[src/rtl/jtag_pkg.sv]
`default_nettype none
// +--------------------------------------------------------------------+
// | jtag_pkg : TAP state encodings, instruction-code helpers, IDCODE   |
// | Rev 1.0                                                            |
// +--------------------------------------------------------------------+
package jtag_pkg;

  typedef enum logic [3:0] {
    ST_RESET    = 4'h0,
    ST_IDLE     = 4'h1,
    ST_SEL_DR   = 4'h2,
    ST_CAP_DR   = 4'h3,
    ST_SHIFT_DR = 4'h4,
    ST_EXIT1_DR = 4'h5,
    ST_PAUSE_DR = 4'h6,
    ST_EXIT2_DR = 4'h7,
    ST_UPD_DR   = 4'h8,
    ST_SEL_IR   = 4'h9,
    ST_CAP_IR   = 4'hA,
    ST_SHIFT_IR = 4'hB,
    ST_EXIT1_IR = 4'hC,
    ST_PAUSE_IR = 4'hD,
    ST_EXIT2_IR = 4'hE,
    ST_UPD_IR   = 4'hF
  } tap_state_e;

  localparam logic [31:0] C_IDCODE_DEFAULT = 32'hbeefcafe;

  function automatic logic [31:0] ir_bypass_code(input int unsigned ir_width);
    return (32'd1 << ir_width) - 32'd1;
  endfunction

  function automatic logic [31:0] ir_idcode_code(input int unsigned ir_width);
    return ir_bypass_code(ir_width) - 32'd1;
  endfunction

  // NOP is the all-zeros code at every width.
  function automatic logic [31:0] ir_nop_code(input int unsigned ir_width);
    return ir_bypass_code(ir_width) & 32'd0;
  endfunction

endpackage
`default_nettype wire

[src/rtl/jtag_tap_fsm.sv]
`default_nettype none
// +--------------------------------------------------------------------+
// | jtag_tap_fsm : IEEE 1149.1 TAP controller state register           |
// | Rev 1.0                                                            |
// +--------------------------------------------------------------------+
module jtag_tap_fsm
  import jtag_pkg::*;
(
  input  logic       tck,
  input  logic       trst,
  input  logic       tms,
  output tap_state_e tap_state,
  output tap_state_e next_state
);

  tap_state_e state_q;
  tap_state_e state_d;

  always_ff @(posedge tck) begin
    if (trst) state_q <= ST_RESET;
    else      state_q <= state_d;
  end

  always_comb begin
    state_d = state_q;
    case (state_q)
      ST_RESET:    state_d = tms ? ST_RESET    : ST_IDLE;
      ST_IDLE:     state_d = tms ? ST_SEL_DR   : ST_IDLE;
      ST_SEL_DR:   state_d = tms ? ST_SEL_IR   : ST_CAP_DR;
      ST_CAP_DR:   state_d = tms ? ST_EXIT1_DR : ST_SHIFT_DR;
      ST_SHIFT_DR: state_d = tms ? ST_EXIT1_DR : ST_SHIFT_DR;
      ST_EXIT1_DR: state_d = tms ? ST_UPD_DR   : ST_PAUSE_DR;
      ST_PAUSE_DR: state_d = tms ? ST_EXIT2_DR : ST_PAUSE_DR;
      ST_EXIT2_DR: state_d = tms ? ST_UPD_DR   : ST_SHIFT_DR;
      ST_UPD_DR:   state_d = tms ? ST_SEL_DR   : ST_IDLE;
      ST_SEL_IR:   state_d = tms ? ST_RESET    : ST_CAP_IR;
      ST_CAP_IR:   state_d = tms ? ST_EXIT1_IR : ST_SHIFT_IR;
      ST_SHIFT_IR: state_d = tms ? ST_EXIT1_IR : ST_SHIFT_IR;
      ST_EXIT1_IR: state_d = tms ? ST_UPD_IR   : ST_PAUSE_IR;
      ST_PAUSE_IR: state_d = tms ? ST_EXIT2_IR : ST_PAUSE_IR;
      ST_EXIT2_IR: state_d = tms ? ST_UPD_IR   : ST_SHIFT_IR;
      ST_UPD_IR:   state_d = tms ? ST_SEL_DR   : ST_IDLE;
      default:     state_d = ST_RESET;
    endcase
  end

  assign tap_state  = state_q;
  assign next_state = state_d;

endmodule
`default_nettype wire

[src/rtl/jtag_tap.sv]
`default_nettype none
// +--------------------------------------------------------------------+
// | jtag_tap : parametrised TAP with IR, scratch DR bank, IDCODE, TDO  |
// | Rev 1.0                                                            |
// +--------------------------------------------------------------------+
module jtag_tap
  import jtag_pkg::*;
#(
  parameter int unsigned IR_WIDTH    = 6,
  parameter int unsigned NUM_SCRATCH = 4,
  parameter int unsigned DR_WIDTH    = 16,
  parameter logic [31:0] IDCODE_VAL  = C_IDCODE_DEFAULT
) (
  input  logic                            tck,
  input  logic                            trst,
  input  logic                            tms,
  input  logic                            tdi,
  output logic                            tdo,
  output logic                            tdo_oe,
  output logic [3:0]                      tap_state,
  output logic [IR_WIDTH-1:0]             ir,
  output logic                            upd_dr,
  output logic                            upd_ir,
  output logic [NUM_SCRATCH*DR_WIDTH-1:0] scratch
);

  localparam logic [IR_WIDTH-1:0] C_IR_IDCODE = IR_WIDTH'(ir_idcode_code(IR_WIDTH));

  tap_state_e w_state;
  tap_state_e w_state_nxt;

  logic [IR_WIDTH-1:0]    ir_q;
  logic [IR_WIDTH-1:0]    ir_shift_q;
  logic [31:0]            dr_shift_q;
  logic                   upd_ir_q;
  logic                   upd_dr_q;
  logic                   tdo_q;
  logic                   tdo_oe_q;

  logic [NUM_SCRATCH-1:0] w_scr_sel;
  logic [31:0]            w_scr_cap;
  logic                   w_scr_hit;
  logic                   w_is_idcode;
  logic [5:0]             w_dr_len;
  logic [31:0]            w_dr_cap;
  logic [31:0]            w_dr_shift;

  jtag_tap_fsm u_fsm (
    .tck        (tck),
    .trst       (trst),
    .tms        (tms),
    .tap_state  (w_state),
    .next_state (w_state_nxt)
  );

  always_comb begin
    w_scr_sel = '0;
    w_scr_cap = '0;
    for (int k = 0; k < NUM_SCRATCH; k++) begin
      if (ir_q == IR_WIDTH'(k + 1)) begin
        w_scr_sel[k] = 1'b1;
        w_scr_cap    = 32'(scratch[k*DR_WIDTH +: DR_WIDTH]);
      end
    end
  end

  assign w_scr_hit   = |w_scr_sel;
  assign w_is_idcode = (ir_q == C_IR_IDCODE);
  assign w_dr_len    = w_scr_hit ? 6'(DR_WIDTH) : (w_is_idcode ? 6'd32 : 6'd1);
  assign w_dr_cap    = w_scr_hit ? w_scr_cap : (w_is_idcode ? IDCODE_VAL : 32'd0);
  // Bits at or above the selected length stay zero, so OR-ing tdi into bit L-1 suffices.
  assign w_dr_shift  = (dr_shift_q >> 1) | (32'(tdi) << (w_dr_len - 6'd1));

  always_ff @(posedge tck) begin
    if (trst) begin
      ir_q       <= C_IR_IDCODE;
      ir_shift_q <= '0;
      dr_shift_q <= '0;
      upd_ir_q   <= 1'b0;
      upd_dr_q   <= 1'b0;
    end else begin
      upd_ir_q <= 1'b0;
      upd_dr_q <= 1'b0;
      case (w_state)
        ST_CAP_IR:   ir_shift_q <= IR_WIDTH'(1);
        ST_SHIFT_IR: ir_shift_q <= {tdi, ir_shift_q[IR_WIDTH-1:1]};
        ST_UPD_IR: begin
          ir_q     <= ir_shift_q;
          upd_ir_q <= 1'b1;
        end
        ST_CAP_DR:   dr_shift_q <= w_dr_cap;
        ST_SHIFT_DR: dr_shift_q <= w_dr_shift;
        ST_UPD_DR:   upd_dr_q   <= w_scr_hit;
        default: ;
      endcase
      if (w_state_nxt == ST_RESET) ir_q <= C_IR_IDCODE;
    end
  end

  for (genvar k = 0; k < NUM_SCRATCH; k++) begin : g_scratch
    logic [DR_WIDTH-1:0] scr_q;
    always_ff @(posedge tck) begin
      if (trst)                                        scr_q <= '0;
      else if (w_state == ST_UPD_DR && w_scr_sel[k]) scr_q <= dr_shift_q[DR_WIDTH-1:0];
    end
    assign scratch[k*DR_WIDTH +: DR_WIDTH] = scr_q;
  end

  // Falling-edge launch gives the host a full half cycle of setup before it samples.
  always_ff @(negedge tck) begin
    if (trst) begin
      tdo_q    <= 1'b0;
      tdo_oe_q <= 1'b0;
    end else begin
      tdo_oe_q <= 1'b0;
      if (w_state == ST_SHIFT_IR) begin
        tdo_q    <= ir_shift_q[0];
        tdo_oe_q <= 1'b1;
      end else if (w_state == ST_SHIFT_DR) begin
        tdo_q    <= dr_shift_q[0];
        tdo_oe_q <= 1'b1;
      end
    end
  end

  assign tdo       = tdo_q;
  assign tdo_oe    = tdo_oe_q;
  assign tap_state = w_state;
  assign ir        = ir_q;
  assign upd_ir    = upd_ir_q;
  assign upd_dr    = upd_dr_q;

endmodule
`default_nettype wire

[config.mk]
export PLATFORM = sky130hd
export DESIGN_NAME = jtag_tap
export DESIGN_NICKNAME = d
export VERILOG_FILES = /design/src/rtl/jtag_pkg.sv /design/src/rtl/jtag_tap_fsm.sv /design/src/rtl/jtag_tap.sv
export SDC_FILE = /design/constraint.sdc
export NUM_CORES = 1
export LEC_CHECK = 0
export CORE_UTILIZATION = 53
export DETAILED_ROUTE_END_ITERATION = 8
export PLACE_DENSITY_LB_ADDON = 0.25
export SETUP_SLACK_MARGIN = 0.4
export SLEW_MARGIN = 5
export SYNTH_ARGS = -nofsm -noshare
export SYNTH_HDL_FRONTEND = slang
export SYNTH_SLANG_ARGS = --single-unit
[constraint.sdc]
create_clock -name tck -period 2.4 [get_ports tck]
set_clock_uncertainty 0.05 [all_clocks]
set_input_delay 0.36 -clock tck [delete_from_list [all_inputs] [get_ports tck]]
set_output_delay 0.36 -clock tck [all_outputs]
set_load 0.1 [all_outputs]
==> impl_results.md <==
* Status: finished, violations left
* Violated checks: setup timing
* Leak at 3.26 nW
* Min-delay worst type: in -> reg
* Slowest-stage cell, CP: dfxtp_4
* Worst vdd ir at 0.543 mV
* Die X-Extent at 98.8 µm
* Hold Path Origin: trst
* Crit path buffers/inverters at 1
* CP Cell Sequence: buf_12
* Final setup fails at 4
* Rows at 34
* Slew @ Worst Pin at 0.978 ns
* Clock root cell: clkbuf_8
* Cell Area, Synth at 4960 µm²
* Asr flop ratio synth at 0%
* CP Max Fanout at 2
* Syn_nets at 610
* Cell taking the most area after synthesis: dfxtp_1
* Initial Utilization at 55.8%
* RSZ-0062 raised after global routing: yes
* Total number of vias at 5877
* Synth cell types at 53
* Top cells by area, synth: dfxtp_1 47%, nand2_1 10%, a21oi_1 6.6%, mux2i_1 4.4%, nor2_1 3.7%
* First-pass GRT wire length at 27.2 mm
* Worst Slack Setup Final at -0.247 ns
* Slew headroom at 34.8%
* Drt drc at 0
* Syn Inst Count at 606
* Routed wire length at 21.7 mm
* Vias per inst at 6.88
* Clk buf depth at 2
* Worst path top cell family by delay: flip-flops
* Max incr delay on CP at 0.35 ns
* Vias in the first global route at 5346
* PortBufs at 81
* #FFs+latches synth at 116
* Synth warnings at 0
* Drt wl/cell at 25.4 µm
* Critical R2R Launch: u_fsm.tap_state[0]
* Initial antenna violation count at 0
* CTS H-tree lvls at 4
* Initial drt markers at 776
* Clock sinks at 116
* Pin count of the biggest net entering global routing at 69
* Primary FF master, synth: dfxtp_1
* Area Growth Syn to Fin at 58.2%
* Number of placed I/O pins at 82
* ANT nets after route at 0
* Worst hold margin at 0.380 ns
* Data required time at the worst endpoint at 1.99 ns
* Post-synth EDFFs at 0
* Pwr Density at 606 nW/µm²
* Fin cells at 854
* CP Capture Type: output port
* Hold EP: dr_shift_q[24]
* Share of layout cells above drive strength 1 at 46.9%
* Startpoint type of the worst setup path: flip-flop
* R2r setup slk at -0.12 ns
* Clock transition at the registers of the reported paths at 0.06 ns
* Syn_area_per_cell at 8.19 µm²
* Register area share after synthesis at 46.8%
* Crit Path Class: reg -> out
* R2R Path End: tdo
* CTS tree: built
* GR Overflow Total at 0
* Share of the synthesized area in the top cell type at 46.8%
* Die area at 9750 µm²
* Final hold viol count at 0
* Maxcap violations at 0
* Core area at 8890 µm²
* Slew Viols, Final at 0
* RePlAce Congestion at 0.824
* Antenna cells at 0
* Cell area after layout at 7850 µm²
* Global-route usage over all layers at 35.8%
* Inserted Clock Buffers at 17
* Reg2reg path depth at 4
* Total iterations of the first detailed-routing run at 6
* Die height at 98.8 µm
* Layout Nets at 737
* Post-placement cell count at 777
* Area after DPL at 5870 µm²
* Clk_lat worst skew at 0.53 ns
* Detailed placement HPWL at 9.36 mm
* Hold Path Stages at 3
* CTS hold repair buffers at 0
* Critical path arrival at 2.24 ns
layout by cell type, fill, tap and decap left out, types with 7 or more instances in the layout:
cell         n
buf_4      117
dfxtp_1    104
nand2_1     84
nor2_1      45
a21oi_2     36
a21oi_1     28
nand2_4     27
nand2_2     26
mux2i_1     20
nand3_1     19
clkbuf_16   17
buf_6       15
a22oi_1     14
a31oi_1     13
buf_12      13
dfxtp_4     12
o21ai_0     11
buf_8        8
a21o_1       7
flip-flops by register name, indices dropped and copies added, names as in the netlist:
signal,count
ir,6
u_fsm.tap_state,4
dr_shift_q,32
tdo,1
ir_shift_q,6
g_scratch.scr_q,64
tdo_oe,1
upd_ir,1
upd_dr,1
stage by stage:
stage,setup slack [ns],setup TNS [ns],util [%],total power (W)
5_1_grt,-0.261,-0.666,88.3,0.00484
6_report,-0.247,-0.602,88.3,0.00476
4_1_cts,-0.240,-0.529,79.3,0.00463
2_1_floorplan,-0.531,-0.997,-,0.00215
3_3_place_gp,-0.0282,-0.0282,66.0,0.00220
3_5_place_dp,-0.0593,-0.0593,66.0,0.00221
cell type report:
| type | count | area, µm² |
|---|---|---|
| multi-input cells | 434 | 3220 |
| flip-flops and latches | 116 | 2370 |
| repair buffers | 158 | 1530 |
| fillers | 348 | 1040 |
| clock buffers | 21 | 439 |
| clock inverters | 13 | 135 |
| well taps | 108 | 135 |
| inverters | 4 | 15.0 |
what timing repair did:
| item | CTS | global route |
|---|---|---|
| endpoints found under the hold margin | 0 | 0 |
| setup endpoints to repair | 33 | 79 |
| cloned | 3 | 2 |
| resized for setup | 90 | 141 |
| setup buffers | 20 | 19 |
| pin swaps | 43 | 41 |
cell families after synthesis:
logic type | after synthesis | synth area share, %
DFF | 116 | 46.8
AOI/OAI and AO/OA | 166 | 21.1
muxes | 22 | 4.44
buffers and inverters | 57 | 5.50
and+or+nand+nor | 245 | 22.2
cell usage after synthesis, drive strengths merged (3+ instances only):
master and number:
a221oi 5, mux2i 22, o22ai 10, a311oi 5
and2 3, a211oi 4, nand3 20, a22oi 15
nand2b 4, o32ai 5, dfxtp 116, o21ai 21
clkbuf 33, o2bb2ai 4, a21oi 65, a31oi 13
buf 19, a2111oi 6, a21o 7, nor2 51
or2 4, inv 5, nor3 7, nand2 137
worst max path at each step:
stage / cells after the start / start / endpoint
3_3_place_gp: 3 / u_fsm.tap_state[3] / tdo
3_5_place_dp: 3 / u_fsm.tap_state[3] / tdo
6_report: 1 / tdo / tdo
5_1_grt: 1 / tdo / tdo
2_1_floorplan: 6 / u_fsm.tap_state[2] / tdo
4_1_cts: 1 / tdo / tdo
power by group:
group          leakage [nW]  switching [W]  internal [W]
Sequential            0.940      0.0000361       0.00194
Clock                 0.268       0.000998       0.00151
Combinational          2.05       0.000183     0.0000921
Total                  3.26        0.00122       0.00354
layer usage:
layer | vias up | routed length, µm | GRT usage (%)
met5 | - | 0 | 0
met4 | 0 | 1500 | 20.9
met3 | 175 | 2420 | 8.01
met2 | 522 | 9850 | 57.5
met1 | 2795 | 7940 | 44.4
li1 | 2385 | - | -
Power figures use the tool's default switching activity.
